<file path="src/rtl/sdram_ctrl_fsm.sv">
`default_nettype none
// ============================================================================
// Module      : sdram_ctrl_fsm
// Description : SDRAM controller sequencing core: power-up init FSM, work FSM
//               for burst write / burst read / auto-refresh, per-state cycle
//               counter, refresh scheduler and completion pulses.
// Revision    : 1.0 - initial release
// ============================================================================
module sdram_ctrl_fsm #(
    parameter int T_INIT     = 10000,
    parameter int TRP        = 3,
    parameter int TRFC       = 7,
    parameter int TMRD       = 2,
    parameter int TRCD       = 3,
    parameter int TCL        = 3,
    parameter int TDAL       = 3,
    parameter int REF_PERIOD = 750
) (
    input  logic       clk,
    input  logic       rst,
    input  logic       sdram_wr_req,
    input  logic       sdram_rd_req,
    input  logic [9:0] sdwr_byte,
    input  logic [9:0] sdrd_byte,
    output logic       sdram_wr_ack,
    output logic       sdram_rd_ack,
    output logic [3:0] init_state,
    output logic [3:0] work_state,
    output logic       sys_r_wn,
    output logic [9:0] cnt_clk,
    output logic       sdram_init_done,
    output logic       sdram_busy
);

    typedef enum logic [3:0] {
        I_NOP  = 4'd0,
        I_PRE  = 4'd1,
        I_TRP  = 4'd2,
        I_AR1  = 4'd3,
        I_TRF1 = 4'd4,
        I_AR2  = 4'd5,
        I_TRF2 = 4'd6,
        I_MRS  = 4'd7,
        I_TMRD = 4'd8,
        I_DONE = 4'd9
    } init_state_t;

    typedef enum logic [3:0] {
        W_IDLE   = 4'd0,
        W_ACTIVE = 4'd1,
        W_TRCD   = 4'd2,
        W_READ   = 4'd3,
        W_CL     = 4'd4,
        W_RD     = 4'd5,
        W_WRITE  = 4'd6,
        W_WD     = 4'd7,
        W_TDAL   = 4'd8,
        W_AR     = 4'd9,
        W_TRFC   = 4'd10
    } work_state_t;

    // Exit points of the timed states: a state held N cycles leaves when cnt_clk == N-1.
    localparam logic [13:0] C_INIT_LAST = 14'(T_INIT - 1);
    localparam logic [9:0]  C_TRP_LAST  = 10'(TRP - 1);
    localparam logic [9:0]  C_TRFC_LAST = 10'(TRFC - 1);
    localparam logic [9:0]  C_TMRD_LAST = 10'(TMRD - 1);
    localparam logic [9:0]  C_TRCD_LAST = 10'(TRCD - 1);
    localparam logic [9:0]  C_TCL_LAST  = 10'(TCL - 1);
    localparam logic [9:0]  C_TDAL_LAST = 10'(TDAL - 1);
    localparam logic [15:0] C_REF_LAST  = 16'(REF_PERIOD - 1);
    localparam logic [9:0]  C_CNT_MAX   = 10'h3FF;

    init_state_t r_init_state, w_init_next;
    work_state_t r_work_state, w_work_next;
    logic [9:0]  r_cnt_clk;
    logic [13:0] r_init_cnt;
    logic [15:0] r_ref_cnt;
    logic        r_ref_pending;
    logic        r_sys_r_wn;
    logic [8:0]  r_burst_len;

    logic        w_init_done;
    logic        w_state_change;
    logic        w_start_wr;
    logic        w_start_rd;
    logic        w_start_ref;
    logic        w_ref_wrap;
    logic [9:0]  w_burst_last;

    // Map a requested byte count onto the legal 1..256 burst range.
    function automatic logic [8:0] clamp_len(input logic [9:0] req_len);
        logic [8:0] len;
        if (req_len == 10'd0)
            len = 9'd1;
        else if (req_len > 10'd256)
            len = 9'd256;
        else
            len = req_len[8:0];
        return len;
    endfunction

    assign w_init_done  = (r_init_state == I_DONE);
    assign w_burst_last = {1'b0, r_burst_len} - 10'd1;
    assign w_ref_wrap   = w_init_done && (r_ref_cnt == C_REF_LAST);

    always_comb begin
        w_init_next = r_init_state;
        case (r_init_state)
            I_NOP:   if (r_init_cnt == C_INIT_LAST) w_init_next = I_PRE;
            I_PRE:   w_init_next = I_TRP;
            I_TRP:   if (r_cnt_clk == C_TRP_LAST)  w_init_next = I_AR1;
            I_AR1:   w_init_next = I_TRF1;
            I_TRF1:  if (r_cnt_clk == C_TRFC_LAST) w_init_next = I_AR2;
            I_AR2:   w_init_next = I_TRF2;
            I_TRF2:  if (r_cnt_clk == C_TRFC_LAST) w_init_next = I_MRS;
            I_MRS:   w_init_next = I_TMRD;
            I_TMRD:  if (r_cnt_clk == C_TMRD_LAST) w_init_next = I_DONE;
            I_DONE:  w_init_next = I_DONE;
            default: w_init_next = I_NOP;
        endcase
    end

    always_comb begin
        w_work_next = r_work_state;
        w_start_wr  = 1'b0;
        w_start_rd  = 1'b0;
        w_start_ref = 1'b0;
        case (r_work_state)
            W_IDLE: begin
                // Refresh outranks traffic; write outranks read.
                if (w_init_done) begin
                    if (r_ref_pending) begin
                        w_work_next = W_AR;
                        w_start_ref = 1'b1;
                    end else if (sdram_wr_req) begin
                        w_work_next = W_ACTIVE;
                        w_start_wr  = 1'b1;
                    end else if (sdram_rd_req) begin
                        w_work_next = W_ACTIVE;
                        w_start_rd  = 1'b1;
                    end
                end
            end
            W_ACTIVE: w_work_next = W_TRCD;
            W_TRCD:   if (r_cnt_clk == C_TRCD_LAST) w_work_next = r_sys_r_wn ? W_READ : W_WRITE;
            W_WRITE:  w_work_next = W_WD;
            W_WD:     if (r_cnt_clk == w_burst_last) w_work_next = W_TDAL;
            W_TDAL:   if (r_cnt_clk == C_TDAL_LAST) w_work_next = W_IDLE;
            W_READ:   w_work_next = W_CL;
            W_CL:     if (r_cnt_clk == C_TCL_LAST)  w_work_next = W_RD;
            W_RD:     if (r_cnt_clk == w_burst_last) w_work_next = W_IDLE;
            W_AR:     w_work_next = W_TRFC;
            W_TRFC:   if (r_cnt_clk == C_TRFC_LAST) w_work_next = W_IDLE;
            default:  w_work_next = W_IDLE;
        endcase
    end

    assign w_state_change = (w_init_next != r_init_state) || (w_work_next != r_work_state);

    always_ff @(posedge clk or posedge rst) begin
        if (rst) begin
            r_init_state <= I_NOP;
            r_work_state <= W_IDLE;
            r_cnt_clk    <= '0;
        end else begin
            r_init_state <= w_init_next;
            r_work_state <= w_work_next;
            if (w_state_change)
                r_cnt_clk <= '0;
            else if (r_cnt_clk != C_CNT_MAX)
                r_cnt_clk <= r_cnt_clk + 10'd1;
        end
    end

    // Power-up wait exceeds cnt_clk range, so it has a dedicated wider counter.
    always_ff @(posedge clk or posedge rst) begin
        if (rst)
            r_init_cnt <= '0;
        else if (r_init_state == I_NOP)
            r_init_cnt <= r_init_cnt + 14'd1;
    end

    always_ff @(posedge clk or posedge rst) begin
        if (rst) begin
            r_sys_r_wn  <= 1'b0;
            r_burst_len <= 9'd1;
        end else if (w_start_wr) begin
            r_sys_r_wn  <= 1'b0;
            r_burst_len <= clamp_len(sdwr_byte);
        end else if (w_start_rd) begin
            r_sys_r_wn  <= 1'b1;
            r_burst_len <= clamp_len(sdrd_byte);
        end
    end

    // A wrap coinciding with refresh entry stays pending for the next interval.
    always_ff @(posedge clk or posedge rst) begin
        if (rst) begin
            r_ref_cnt     <= '0;
            r_ref_pending <= 1'b0;
        end else begin
            if (w_init_done)
                r_ref_cnt <= w_ref_wrap ? 16'd0 : r_ref_cnt + 16'd1;
            if (w_ref_wrap)
                r_ref_pending <= 1'b1;
            else if (w_start_ref)
                r_ref_pending <= 1'b0;
        end
    end

    assign sdram_wr_ack    = (r_work_state == W_TDAL) && (w_work_next == W_IDLE);
    assign sdram_rd_ack    = (r_work_state == W_RD)   && (w_work_next == W_IDLE);
    assign init_state      = r_init_state;
    assign work_state      = r_work_state;
    assign sys_r_wn        = r_sys_r_wn;
    assign cnt_clk         = r_cnt_clk;
    assign sdram_init_done = w_init_done;
    assign sdram_busy      = !(w_init_done && (r_work_state == W_IDLE) && !r_ref_pending);

endmodule
`default_nettype wire

</file>
<file path="config.mk">
export PLATFORM = sky130hd
export DESIGN_NAME = sdram_ctrl_fsm
export DESIGN_NICKNAME = d
export VERILOG_FILES = /design/src/rtl/sdram_ctrl_fsm.sv
export SDC_FILE = /design/constraint.sdc
export NUM_CORES = 1
export LEC_CHECK = 0
export CAP_MARGIN = 30
export CORE_MARGIN = 1
export CORE_UTILIZATION = 25
export CTS_CLUSTER_SIZE = 10
export DETAILED_ROUTE_END_ITERATION = 6
export SLEW_MARGIN = 20
export SYNTH_ARGS = -nofsm -noshare
export SYNTH_HDL_FRONTEND = slang
export SYNTH_SLANG_ARGS = --single-unit
</file>
<file path="constraint.sdc">
create_clock -name clk -period 5.5 [get_ports clk]
set_clock_uncertainty 0.05 [all_clocks]
set_input_delay 1.1 -clock clk [delete_from_list [all_inputs] [get_ports clk]]
set_output_delay 1.1 -clock clk [all_outputs]
set_load 0.03 [all_outputs]
</file>
==> flow_summary_export.csv, run 1 <==
group,metric,value,unit
route,first_drt_pass_iteration_count,4,
yosys,dominantRegCellSynth,"sky130_fd_sc_hd__dfrtp_1",
worst_setup_path,crit_path_end_kind,"output pin",
worst_hold_path,hold_wc_path_type,"reg -> reg",
yosys,synth.cell_area,3490,um^2
final_layout,antenna_cells,0,
place,dp.cells,593,
timing,setup_viol,0,
yosys,syn_inst,383,
timing,post-route-min-period,4.716,ns
final_layout,layout.area.seq,1478,um^2
route,ant_nets,0,
final_layout,layout_cell_share_with_drive_strength_beyond_1,0.08083,
final_layout,final_core_utilization,0.3278,
global_routing,largest_net_degree_at_the_start_of_global_routing,60,
die,io_pins,47,
power,worst_ir_drop_vdd,194.1,uV
place,gp_routability_congestion,0.8030,
cts,numCtsBuffers,9,
yosys,synth.avg_cell_area,9.111,um^2
timing,worstMarginPinSlew,0.8803,ns
final_layout,filler_cells,1409,
die,fp.dieArea,14430,um^2
yosys,synth_largest_type_area_fraction,0.4159,
route,finalWirelength,8.432,mm
timing,period_share,0.8574,
yosys,yosysTopAreaCell,"sky130_fd_sc_hd__dfrtp_1",
worst_setup_path,crit_path_max_fanout,6,
die,placement_rows,42,
global_routing,grt_pass1_vias,2909,
global_routing,globalRoute.totalOverflow,0,
final_layout,area.growth.synth_to_final,26.35,%
power,p_leak,1.821,nW
die,core_area,13450,um^2
place,hpwl,6.021,mm
cts,tritoncts_clock_tree,"yes",
final_layout,fin_cells,609,
cts,cts_repair_resize_count,0,
final_layout,multiInputGateArea,1894,um^2
timing,timing_max_transition_violations_final,0,
worst_setup_path,r2r_start,"r_burst_len[0]",
cts,holdBufCountCts,0,
worst_setup_path,worst-setup-path-type,"reg -> out",
outcome,run_status,"finished, final reports clean",
yosys,synth_fp_nets,414,
cts,clock_insertion_delay_worst_skew,0.33,ns
die,die_w,120.1,um
timing,rsz_0062_raised_after_global_routing,"false",
yosys,number_of_flops_mapped_to_enable_cells_by_yosys,0,
die,die_height,120.1,um
yosys,synth.yosys.seq_area_share,0.4234,
cts,worst_path_clk_slew,0.05,ns
place,io_buffer_count,46,
worst_hold_path,hold_path_startpoint,"r_init_cnt[10]",
place,placement.setup.worst_slack,1.199,ns
cts,clock_sinks,59,
timing,fmax,0.2121,GHz
route,avgRoutedWirePerCell,13.85,um
timing,setup_total_negative_slack,0,ns
yosys,synthesis.yosys.warnings,0,
route,drt-vias-per-instance,4.854,
global_routing,grtUsageTotal,0.1259,
die,initial_utilization,0.2594,
power,powerDensity,329.1,nW/um^2
final_layout,design.final.nets,459,
timing,finalHoldViolations,0,
route,post-route-drc-count,0,
route,drtIter0Drc,111,
cts,clock_root_buffer,"sky130_fd_sc_hd__clkbuf_16",
cts,max-clock-path-buffers,2,
global_routing,number_of_antenna_violations_at_the_first_check_in_global_routing,0,
yosys,synthTopCellsByArea,"sky130_fd_sc_hd__dfrtp_1 (42%), sky130_fd_sc_hd__xor2_1 (6.3%), sky130_fd_sc_hd__xnor2_1 (5.0%)",
worst_setup_path,cp-start-kind,"register",
yosys,ys_seq_elements,59,
flow_run,timing.max_cap.violations,0,
cts,post_cts_buffers,0,
timing,finalWorstSetupSlack,0.7842,ns
yosys,ys_async_sr_fraction,1.000,
timing,slew-limit-headroom,0.4096,
yosys,synth_cell_type_count,51,
global_routing,grt_pass1_wl,14.43,mm
worst_setup_path,required,4.35,ns
route,routed-via-count,2956,
worst_setup_path,critical_path_launch_point,"r_burst_len[0]",
worst_setup_path,crit_arrival,3.57,ns
cts,ctsHtreeMaxLevel,3,
[Yosys cell counts (3+ instances only)]
library cell               count
sky130_fd_sc_hd__a31oi_1       4
sky130_fd_sc_hd__and4_1        3
sky130_fd_sc_hd__nor2b_1       3
sky130_fd_sc_hd__xor2_1       25
sky130_fd_sc_hd__nor2_1       45
sky130_fd_sc_hd__buf_2         5
sky130_fd_sc_hd__ha_1          7
sky130_fd_sc_hd__xnor2_1      20
sky130_fd_sc_hd__nor3_1       14
sky130_fd_sc_hd__inv_1        12
sky130_fd_sc_hd__nand2_1      23
sky130_fd_sc_hd__nand4_1       7
sky130_fd_sc_hd__a22oi_1       9
sky130_fd_sc_hd__and3_1        6
sky130_fd_sc_hd__nor4_1       16
sky130_fd_sc_hd__nand3_1      28
sky130_fd_sc_hd__or4_1         5
sky130_fd_sc_hd__o21ai_0      12
sky130_fd_sc_hd__or3_1         5
sky130_fd_sc_hd__dfrtp_1      58
sky130_fd_sc_hd__nand2b_1      5
sky130_fd_sc_hd__a21oi_1      21
sky130_fd_sc_hd__clkbuf_1      8
sky130_fd_sc_hd__a21o_1        3
sky130_fd_sc_hd__nor4b_1       4
[metal layers]
layer | wire [um] | up-vias | GRT usage
met5 | 0 | - | 0
met4 | 81 | 0 | 0.04375
met3 | 274 | 8 | 0.03375
met2 | 4168 | 45 | 0.2144
met1 | 3908 | 1434 | 0.1519
li1 | - | 1469 | -
[area by class of cell]
class | instances | share of cell area
clock inverter | 5 | 0.008513
multi-input combinational | 297 | 0.4296
sequential | 59 | 0.3351
inverter | 13 | 0.01163
clock buffer | 11 | 0.05732
timing repair buffer | 48 | 0.1078
tap | 176 | 0.04994
[critical path: stages (launching register included)]
cell	delay [ns]
sky130_fd_sc_hd__dfstp_2	0.57
sky130_fd_sc_hd__inv_1	0.06
sky130_fd_sc_hd__ha_1	0.23
sky130_fd_sc_hd__nand2b_1	0.17
sky130_fd_sc_hd__a21oi_1	0.14
sky130_fd_sc_hd__a31oi_1	0.05
sky130_fd_sc_hd__a2111oi_0	0.62
sky130_fd_sc_hd__nand3_1	0.32
sky130_fd_sc_hd__nor4_1	0.34
sky130_fd_sc_hd__clkdlybuf4s50_1	0.74
[stage by stage]
stage	cell area, um^2	hold slack, ns	power [W]
detailed placement	4119	0.4161	0.0009197
CTS	4409	0.4276	0.001466
floorplan	3490	0.3961	0.0007829
global placement	4119	0.4137	0.0009141
global route	4409	0.4475	0.001530
finish	4409	0.4282	0.001451
[registers in the layout (all words and copies together) (netlist names)]
register and count:
init_state 4, r_init_cnt 14, work_state 4, r_ref_cnt 16
cnt_clk 10, r_ref_pending 1, sys_r_wn 1, r_burst_len 9
[path summary, 6_finish.rpt]
path | to | slack [ns] | cells past startpoint
max in group asynchronous | r_burst_len[7] | 3.62 | 3
worst min-delay path | r_init_cnt[10] | 0.43 | 1
worst min register to register | r_init_cnt[10] | 0.43 | 1
worst max-delay path | sdram_rd_ack | 0.78 | 9
min in group asynchronous | r_init_cnt[6] | 1.27 | 3
worst max register to register | work_state[1] | 2.84 | 8
[cell usage in the layout, fill, tap and decap left out, drive strengths merged, types with 3 or more instances in the layout]
cell,instances
and4,4
inv,13
a211oi,3
nand2b,5
nor3b,3
xnor2,20
a21o,3
a31oi,4
o21ai,13
clkdlybuf4s50,46
nor4,17
dfrtp,58
a21oi,21
nor2b,3
clkbuf,11
nand4,7
nor4b,4
xor2,25
ha,7
nor2,47
or3,5
and3,6
nand3,28
nand2,25
a22oi,9
or4,5
clkinv,3
nor3,14
[where the power goes]
| group | total [W] | switching [W] | internal [W] |
|---|---|---|---|
| clock | 0.000538 | 0.000208 | 0.000330 |
| combinational | 0.000363 | 0.000205 | 0.000158 |
| sequential | 0.000550 | 0.0000831 | 0.000467 |
| total | 0.00145 | 0.000497 | 0.000955 |
[cell families (layout without fill, tap and decap cells)]
family                   after synthesis  after routing  share of synthesized area
AND/OR/NAND/NOR                      178            178                     0.2757
AO/OA/AOI/OAI                         64             64                     0.1198
flip-flops                            59             59                     0.4235
XOR/XNOR                              45             45                     0.1129
buffers and inverters                 27             77                    0.03370
adder cells (fa/ha/maj)                7              7                    0.02510
multiplexers                           3              3                   0.009322
Note: power is estimated with default switching activity, not from simulation.
==> inputs of run 2 (changes only) <==
--- a/config.mk
+++ b/config.mk
@@ -7,9 +7,10 @@
 export LEC_CHECK = 0
 export CAP_MARGIN = 30
 export CORE_MARGIN = 1
-export CORE_UTILIZATION = 25
+export CORE_UTILIZATION = 50
 export CTS_CLUSTER_SIZE = 10
 export DETAILED_ROUTE_END_ITERATION = 6
+export PLACE_DENSITY = 0.74
 export SLEW_MARGIN = 20
 export SYNTH_ARGS = -nofsm -noshare
 export SYNTH_HDL_FRONTEND = slang
==> run 2 against run 1 <==
Die area fell by 49%. Clock power fell by 9.5%. Via count fell by 0.88%. Largest cell class unchanged. First-iteration DRC count rose by 34%. Worst hold slack got worse by 0.0015 ns. Combinational power fell by 2%. Non-clock buffer count did not move. Critical path depth did not move. Sequential power barely moved. Count of clock-buffer cells in the layout fell by 1. Register-to-register slack improved by 0.16 ns. Sequential share of layout area rose by 1.3 points.
==> flow_summary_export.csv, run 2 (synthesis gave the netlist of run 1 again) <==
group,metric,value,unit
die,die_height,85.54,um
final_layout,mostFrequentLayoutCells,"sky130_fd_sc_hd__dfrtp_1 (58), sky130_fd_sc_hd__clkdlybuf4s50_1 (46), sky130_fd_sc_hd__nor2_1 (45), sky130_fd_sc_hd__nand3_1 (28), sky130_fd_sc_hd__xor2_1 (25)",
cts,ctsHtreeMaxLevel,3,
timing,finalWorstSetupSlack,0.8508,ns
worst_setup_path,worst-r2r-cell-count,8,
timing,fmax,0.2151,GHz
global_routing,globalRoute.totalOverflow,0,
route,drt-vias-per-instance,5.712,
global_routing,grt_pass1_wl,13.01,mm
timing,slew-limit-headroom,0.4150,
final_layout,area.growth.synth_to_final,21.76,%
cts,worst_path_clk_slew,0.07,ns
worst_setup_path,cp.depth,9,
final_layout,filler_cells,570,
worst_setup_path,critical_path.top_delay_family,"simple AND/OR/NAND/NOR gates",
final_layout,layout.cells.most_common,"sky130_fd_sc_hd__dfrtp_1",
outcome,run_status,"finished, final reports clean",
die,io_pins,47,
worst_setup_path,timing.critical_path.cells,"inv_1 > ha_1 > nand2b_1 > a21oi_1 > a31oi_1 > a2111oi_0 > nand3_1 > nor4_1 > clkdlybuf4s50_1",
cts,numCtsBuffers,9,
power,clkPwrFrac,0.350,
global_routing,number_of_antenna_violations_at_the_first_check_in_global_routing,0,
final_layout,layout_cell_share_with_drive_strength_beyond_1,0.08083,
timing,period_share,0.8453,
power,power.switching_fraction,0.3260,
timing,rsz_0062_raised_after_global_routing,"false",
timing,finalHoldViolations,0,
cts,max-clock-path-buffers,2,
worst_setup_path,critPathMaxStageDelay,0.74,ns
cts,holdBufCountCts,0,
power,p_int,0.0009384,W
cts,cts_repair_resize_count,0,
flow_run,timing.max_cap.violations,0,
final_layout,largest_register_ff_count,16,
die,core_area,6756,um^2
worst_hold_path,worst_hold_path.num_cells,1,
power,p_leak,1.810,nW
place,hpwl,5.427,mm
worst_setup_path,crit_arrival,3.50,ns
cts,clock_sinks,59,
timing,timing_max_transition_violations_final,0,
timing,setup_total_negative_slack,0,ns
power,net-switching-power,0.0004539,W
cts,clock_insertion_delay_worst_skew,0.34,ns
place,io_buffer_count,46,
final_layout,antenna_cells,0,
worst_hold_path,hold_wc_path_type,"reg -> reg",
route,avgRoutedWirePerCell,14.51,um
global_routing,grt_pass1_vias,2853,
global_routing,largest_net_degree_at_the_start_of_global_routing,32,
die,placement_rows,30,
final_layout,largest_register,"r_ref_cnt",
power,combPwrFrac,0.257,
route,first_drt_pass_iteration_count,4,
timing,setup_viol,0,
worst_setup_path,cp.buffers_inverters,2,
route,routed-via-count,2930,
route,post-route-drc-count,0,
worst_setup_path,critPathSlowestCell,"sky130_fd_sc_hd__clkdlybuf4s50_1",
worst_setup_path,crit_path_end_kind,"output pin",
route,drtIter0Drc,149,
power,powerDensity,327.7,nW/um^2
route,ant_nets,0,
worst_setup_path,worst-setup-path-type,"reg -> out",
power,seq_power_share,0.393,
place,placement.setup.worst_slack,1.251,ns
cts,post_cts_buffers,0,
worst_setup_path,required,4.35,ns
power,totalPowerFinal,0.001392,W
die,initial_utilization,0.5165,
global_routing,grtUsageTotal,0.2227,
cts,tritoncts_clock_tree,"yes",
route,finalWirelength,7.445,mm
timing,post-route-min-period,4.649,ns
worst_setup_path,cp-start-kind,"register",
place,gp_routability_congestion,0.8392,
timing,worstMarginPinSlew,0.8723,ns
die,die_w,85.54,um
worst_setup_path,crit_path_max_fanout,6,
cts,clock_root_buffer,"sky130_fd_sc_hd__clkbuf_8",
final_layout,design.final.nets,459,
power,worst_ir_drop_vdd,197.2,uV
worst_setup_path,register_to_register_setup_slack,3.00,ns
die,fp.dieArea,7317,um^2
==> run 2: cell types whose count changed in the layout (fill, tap and decap cells not counted) <==
cell                         change
sky130_fd_sc_hd__clkbuf_8        +8
sky130_fd_sc_hd__bufinv_16       +3
sky130_fd_sc_hd__clkinvlp_4      -2
sky130_fd_sc_hd__clkbuf_16       -9
==> run 2: power by group through the flow <==
stage / registers, W / clock network [W] / logic, W
after floorplan: 0.000562 / 0 / 0.000220
after global placement: 0.000556 / 0 / 0.000352
after detailed placement: 0.000556 / 0 / 0.000356
after CTS: 0.000548 / 0.000499 / 0.000359
after global routing: 0.000556 / 0.000519 / 0.000397
final: 0.000548 / 0.000487 / 0.000357
==> run 2: layer usage <==
metal | global-route usage | vias up | share of wire
met1 | 0.2865 | 1370 | 0.46
met2 | 0.3753 | 78 | 0.49
met3 | 0.05486 | 14 | 0.041
li1 | - | 1468 | -
met4 | 0.06212 | 0 | 0.012
met5 | 0 | - | 0
==> run 2: worst register-to-register path: stages (launching register included) <==
cell	delay, ns
sky130_fd_sc_hd__dfstp_2	0.58
sky130_fd_sc_hd__inv_1	0.06
sky130_fd_sc_hd__ha_1	0.23
sky130_fd_sc_hd__nand2b_1	0.17
sky130_fd_sc_hd__a21oi_1	0.14
sky130_fd_sc_hd__a31oi_1	0.06
sky130_fd_sc_hd__a2111oi_0	0.51
sky130_fd_sc_hd__nand3_1	0.28
sky130_fd_sc_hd__a31o_2	0.32
==> run 2: metrics by stage <==
step	util	cell area, um^2	hold slack [ns]	std cells
after floorplan	-	3490	0.3961	383
after global placement	0.5919	3999	0.4124	497
after detailed placement	0.5919	3999	0.4204	497
after CTS	0.6289	4249	0.4303	513
after global routing	0.6289	4249	0.4577	513
final	0.6289	4249	0.4267	513
==> run 2: cell type report <==
type                    instances  area [um^2]  share of cell area
repair buffers                 48        475.5              0.1119
multi-input cells             297         1894              0.4458
clock buffers                  10        137.6             0.03239
inverters                      13        51.30             0.01207
flip-flops and latches         59         1478              0.3478
clock inverters                 6        112.6             0.02650
well taps                      80        100.1             0.02356
==> run 2: final timing paths <==
check                                from       endpoint
setup / recovery           r_burst_len[0]   sdram_rd_ack
hold / removal              r_ref_cnt[15]  r_ref_cnt[15]
setup reg to reg           r_burst_len[0]  work_state[1]
hold reg to reg             r_ref_cnt[15]  r_ref_cnt[15]
max in group asynchronous             rst  work_state[0]
min in group asynchronous             rst   r_ref_cnt[1]
==> inputs of run 3 (changes only) <==
--- a/config.mk
+++ b/config.mk
@@ -10,7 +10,7 @@
 export CORE_UTILIZATION = 50
 export CTS_CLUSTER_SIZE = 10
 export DETAILED_ROUTE_END_ITERATION = 6
-export PLACE_DENSITY = 0.74
+export PLACE_DENSITY = 0.77
 export SLEW_MARGIN = 20
 export SYNTH_ARGS = -nofsm -noshare
 export SYNTH_HDL_FRONTEND = slang
==> constraint.sdc (replaced) <==
create_clock -name clk -period 4 [get_ports clk]
set_clock_uncertainty 0.05 [all_clocks]
set_input_delay 0.8 -clock clk [delete_from_list [all_inputs] [get_ports clk]]
set_output_delay 0.8 -clock clk [all_outputs]
set_load 0.03 [all_outputs]
==> run 3 against run 2 <==
Non-clock buffer count increased by 4. Core utilization rose by 0.56 points. Critical path depth did not move. Largest power group unchanged. Total power is 39% higher. Count of clock-buffer cells in the layout stayed put. Largest cell class unchanged. Sequential share of layout area is 0.30 points lower.
==> flow_summary_export.csv, run 3 (synthesis gave the netlist of run 1 again) <==
group,metric,value,unit
outcome,run_status,"finished, final reports clean",
die,die_height,85.54,um
timing,slew-limit-headroom,0.4872,
global_routing,grt_pass1_vias,2821,
flow_run,timing.max_cap.violations,0,
cts,worst_path_clk_slew,0.06,ns
route,routed-via-count,2957,
route,route.met3.wl,297,um
cts,clock_sinks,59,
global_routing,largest_net_degree_at_the_start_of_global_routing,34,
worst_hold_path,worst_hold_path.num_cells,1,
place,gp_routability_congestion,0.9092,
power,p_leak,1.854,nW
cts,tritoncts_clock_tree,"yes",
worst_setup_path,cp-start-kind,"register",
final_layout,stdcell_area,4287,um^2
timing,setup_viol,0,
die,die_w,85.54,um
global_routing,number_of_antenna_violations_at_the_first_check_in_global_routing,0,
worst_setup_path,required,3.15,ns
timing,worstMarginPinSlew,0.7622,ns
timing,setup_total_negative_slack,0,ns
final_layout,largest_register_ff_count,16,
power,powerDensity,452.6,nW/um^2
route,dr_wl_met2,3.758,mm
route,top_layer_used,"met4",
worst_hold_path,hold_wc_path_type,"reg -> reg",
cts,max-clock-path-buffers,2,
final_layout,design.final.nets,463,
timing,timing_max_transition_violations_final,0,
place,io_buffer_count,46,
cts,ctsHtreeMaxLevel,3,
global_routing,grtUsageTotal,0.2270,
power,clkPwrFrac,0.348,
final_layout,largest_register,"r_ref_cnt",
cts,numCtsBuffers,9,
power,combPwrFrac,0.265,
route,post-route-drc-count,0,
worst_setup_path,crit_path_end_kind,"output pin",
power,p_int,0.001300,W
route,first_drt_pass_iteration_count,5,
final_layout,layout.cells.most_common,"sky130_fd_sc_hd__dfrtp_1",
power,worst_ir_drop_vdd,258.1,uV
worst_setup_path,worst-setup-path-type,"reg -> out",
final_layout,area.growth.synth_to_final,22.84,%
place,dpl-instance-area,4029,um^2
global_routing,globalRoute.totalOverflow,0,
cts,clock_insertion_delay_worst_skew,0.34,ns
route,finalWirelength,7.551,mm
route,drtIter0Drc,115,
final_layout,antenna_cells,0,
route,avgRoutedWirePerCell,14.61,um
power,net-switching-power,0.0006398,W
timing,post-route-min-period,3.673,ns
final_layout,layout_cell_share_with_drive_strength_beyond_1,0.09153,
timing,period_share,0.9182,
route,drt-vias-per-instance,5.720,
power,totalPowerFinal,0.001940,W
worst_setup_path,crit_path_max_fanout,5,
worst_setup_path,worst-r2r-cell-count,6,
global_routing,grt_pass1_wl,13.06,mm
die,core_area,6756,um^2
timing,finalHoldViolations,0,
power,seq_power_share,0.387,
die,initial_utilization,0.5165,
final_layout,mostFrequentLayoutCells,"sky130_fd_sc_hd__dfrtp_1 (58), sky130_fd_sc_hd__nor2_1 (45), sky130_fd_sc_hd__clkdlybuf4s50_1 (44), sky130_fd_sc_hd__nand3_1 (28), sky130_fd_sc_hd__xor2_1 (25)",
timing,rsz_0062_raised_after_global_routing,"false",
worst_setup_path,crit_arrival,2.82,ns
route,drt-met1-wl,3.392,mm
timing,finalWorstSetupSlack,0.3272,ns
cts,post_cts_buffers,0,
place,hpwl,5.493,mm
cts,clock_root_buffer,"sky130_fd_sc_hd__clkbuf_8",
die,fp.dieArea,7317,um^2
place,placement.setup.worst_slack,0.2166,ns
timing,fmax,0.2723,GHz
die,placement_rows,30,
die,io_pins,47,
route,ant_nets,0,
power,power.switching_fraction,0.3298,
cts,holdBufCountCts,0,
[run 3: changes by cell type in the layout (fill, tap and decap cells not counted), sizes merged]
| cell | before | now |
|---|---|---|
| clkdlybuf4s50 | 46 | 44 |
| dlymetal6s2s | 0 | 1 |
| dlygate4sd1 | 0 | 1 |
| buf | 2 | 6 |
[run 3: path summary, 6_finish.rpt]
check	startpoint	to	slack [ns]
max	r_burst_len[1]	sdram_rd_ack	0.33
min	r_ref_cnt[15]	r_ref_cnt[15]	0.42
max reg2reg	init_state[0]	cnt_clk[9]	1.44
min reg2reg	r_ref_cnt[15]	r_ref_cnt[15]	0.42
max in group asynchronous	rst	r_burst_len[0]	2.35
min in group asynchronous	rst	r_init_cnt[10]	0.82
[run 3: routing by layer]
metal  GRT usage  vias to the layer above
met5           0                        -
met1      0.2890                     1413
met2      0.3833                       64
met4     0.06970                        0
li1            -                     1469
met3     0.05679                       11
[run 3: layout make-up]
class	instances	area [um^2]
Clock buffer	10	137.6
Multi-Input combinational cell	297	1901
Inverter	13	51.30
Timing Repair Buffer	52	506.7
Fill cell	557	2470
Tap cell	80	100.1
Sequential cell	59	1478
Clock inverter	6	112.6
[run 3: repair_timing]
action                                  in CTS  in global routing
endpoints found under the setup margin       1                  2
gates resized for setup                      2                  4
pin swaps                                    0                  0
[run 3: stage by stage]
stage                       util  hold slack [ns]  instances
final                     0.6344           0.4235        517
after global routing      0.6344           0.4429        517
after CTS                 0.6333           0.4271        517
after detailed placement  0.5963           0.4186        501
after global placement    0.5963           0.4122        501
after floorplan                -           0.3961        383
[run 3: power groups by stage]
stage	clock network, W	logic [W]	registers [W]
final	0.000675	0.000515	0.000751
after CTS	0.000685	0.000509	0.000749
after detailed placement	0	0.000505	0.000760
after global routing	0.000713	0.000576	0.000762
after global placement	0	0.000499	0.000759
after floorplan	0	0.000303	0.000773
[run 3: critical path: stages (launching register included)]
cell and delay, ns:
sky130_fd_sc_hd__dfrtp_1 0.42, sky130_fd_sc_hd__inv_1 0.07, sky130_fd_sc_hd__ha_1 0.19, sky130_fd_sc_hd__nor3b_2 0.34, sky130_fd_sc_hd__nor4b_1 0.31, sky130_fd_sc_hd__a31oi_1 0.08, sky130_fd_sc_hd__o21ai_0 0.24, sky130_fd_sc_hd__nand3_1 0.14
sky130_fd_sc_hd__nor4_1 0.27, sky130_fd_sc_hd__dlygate4sd1_1 0.42
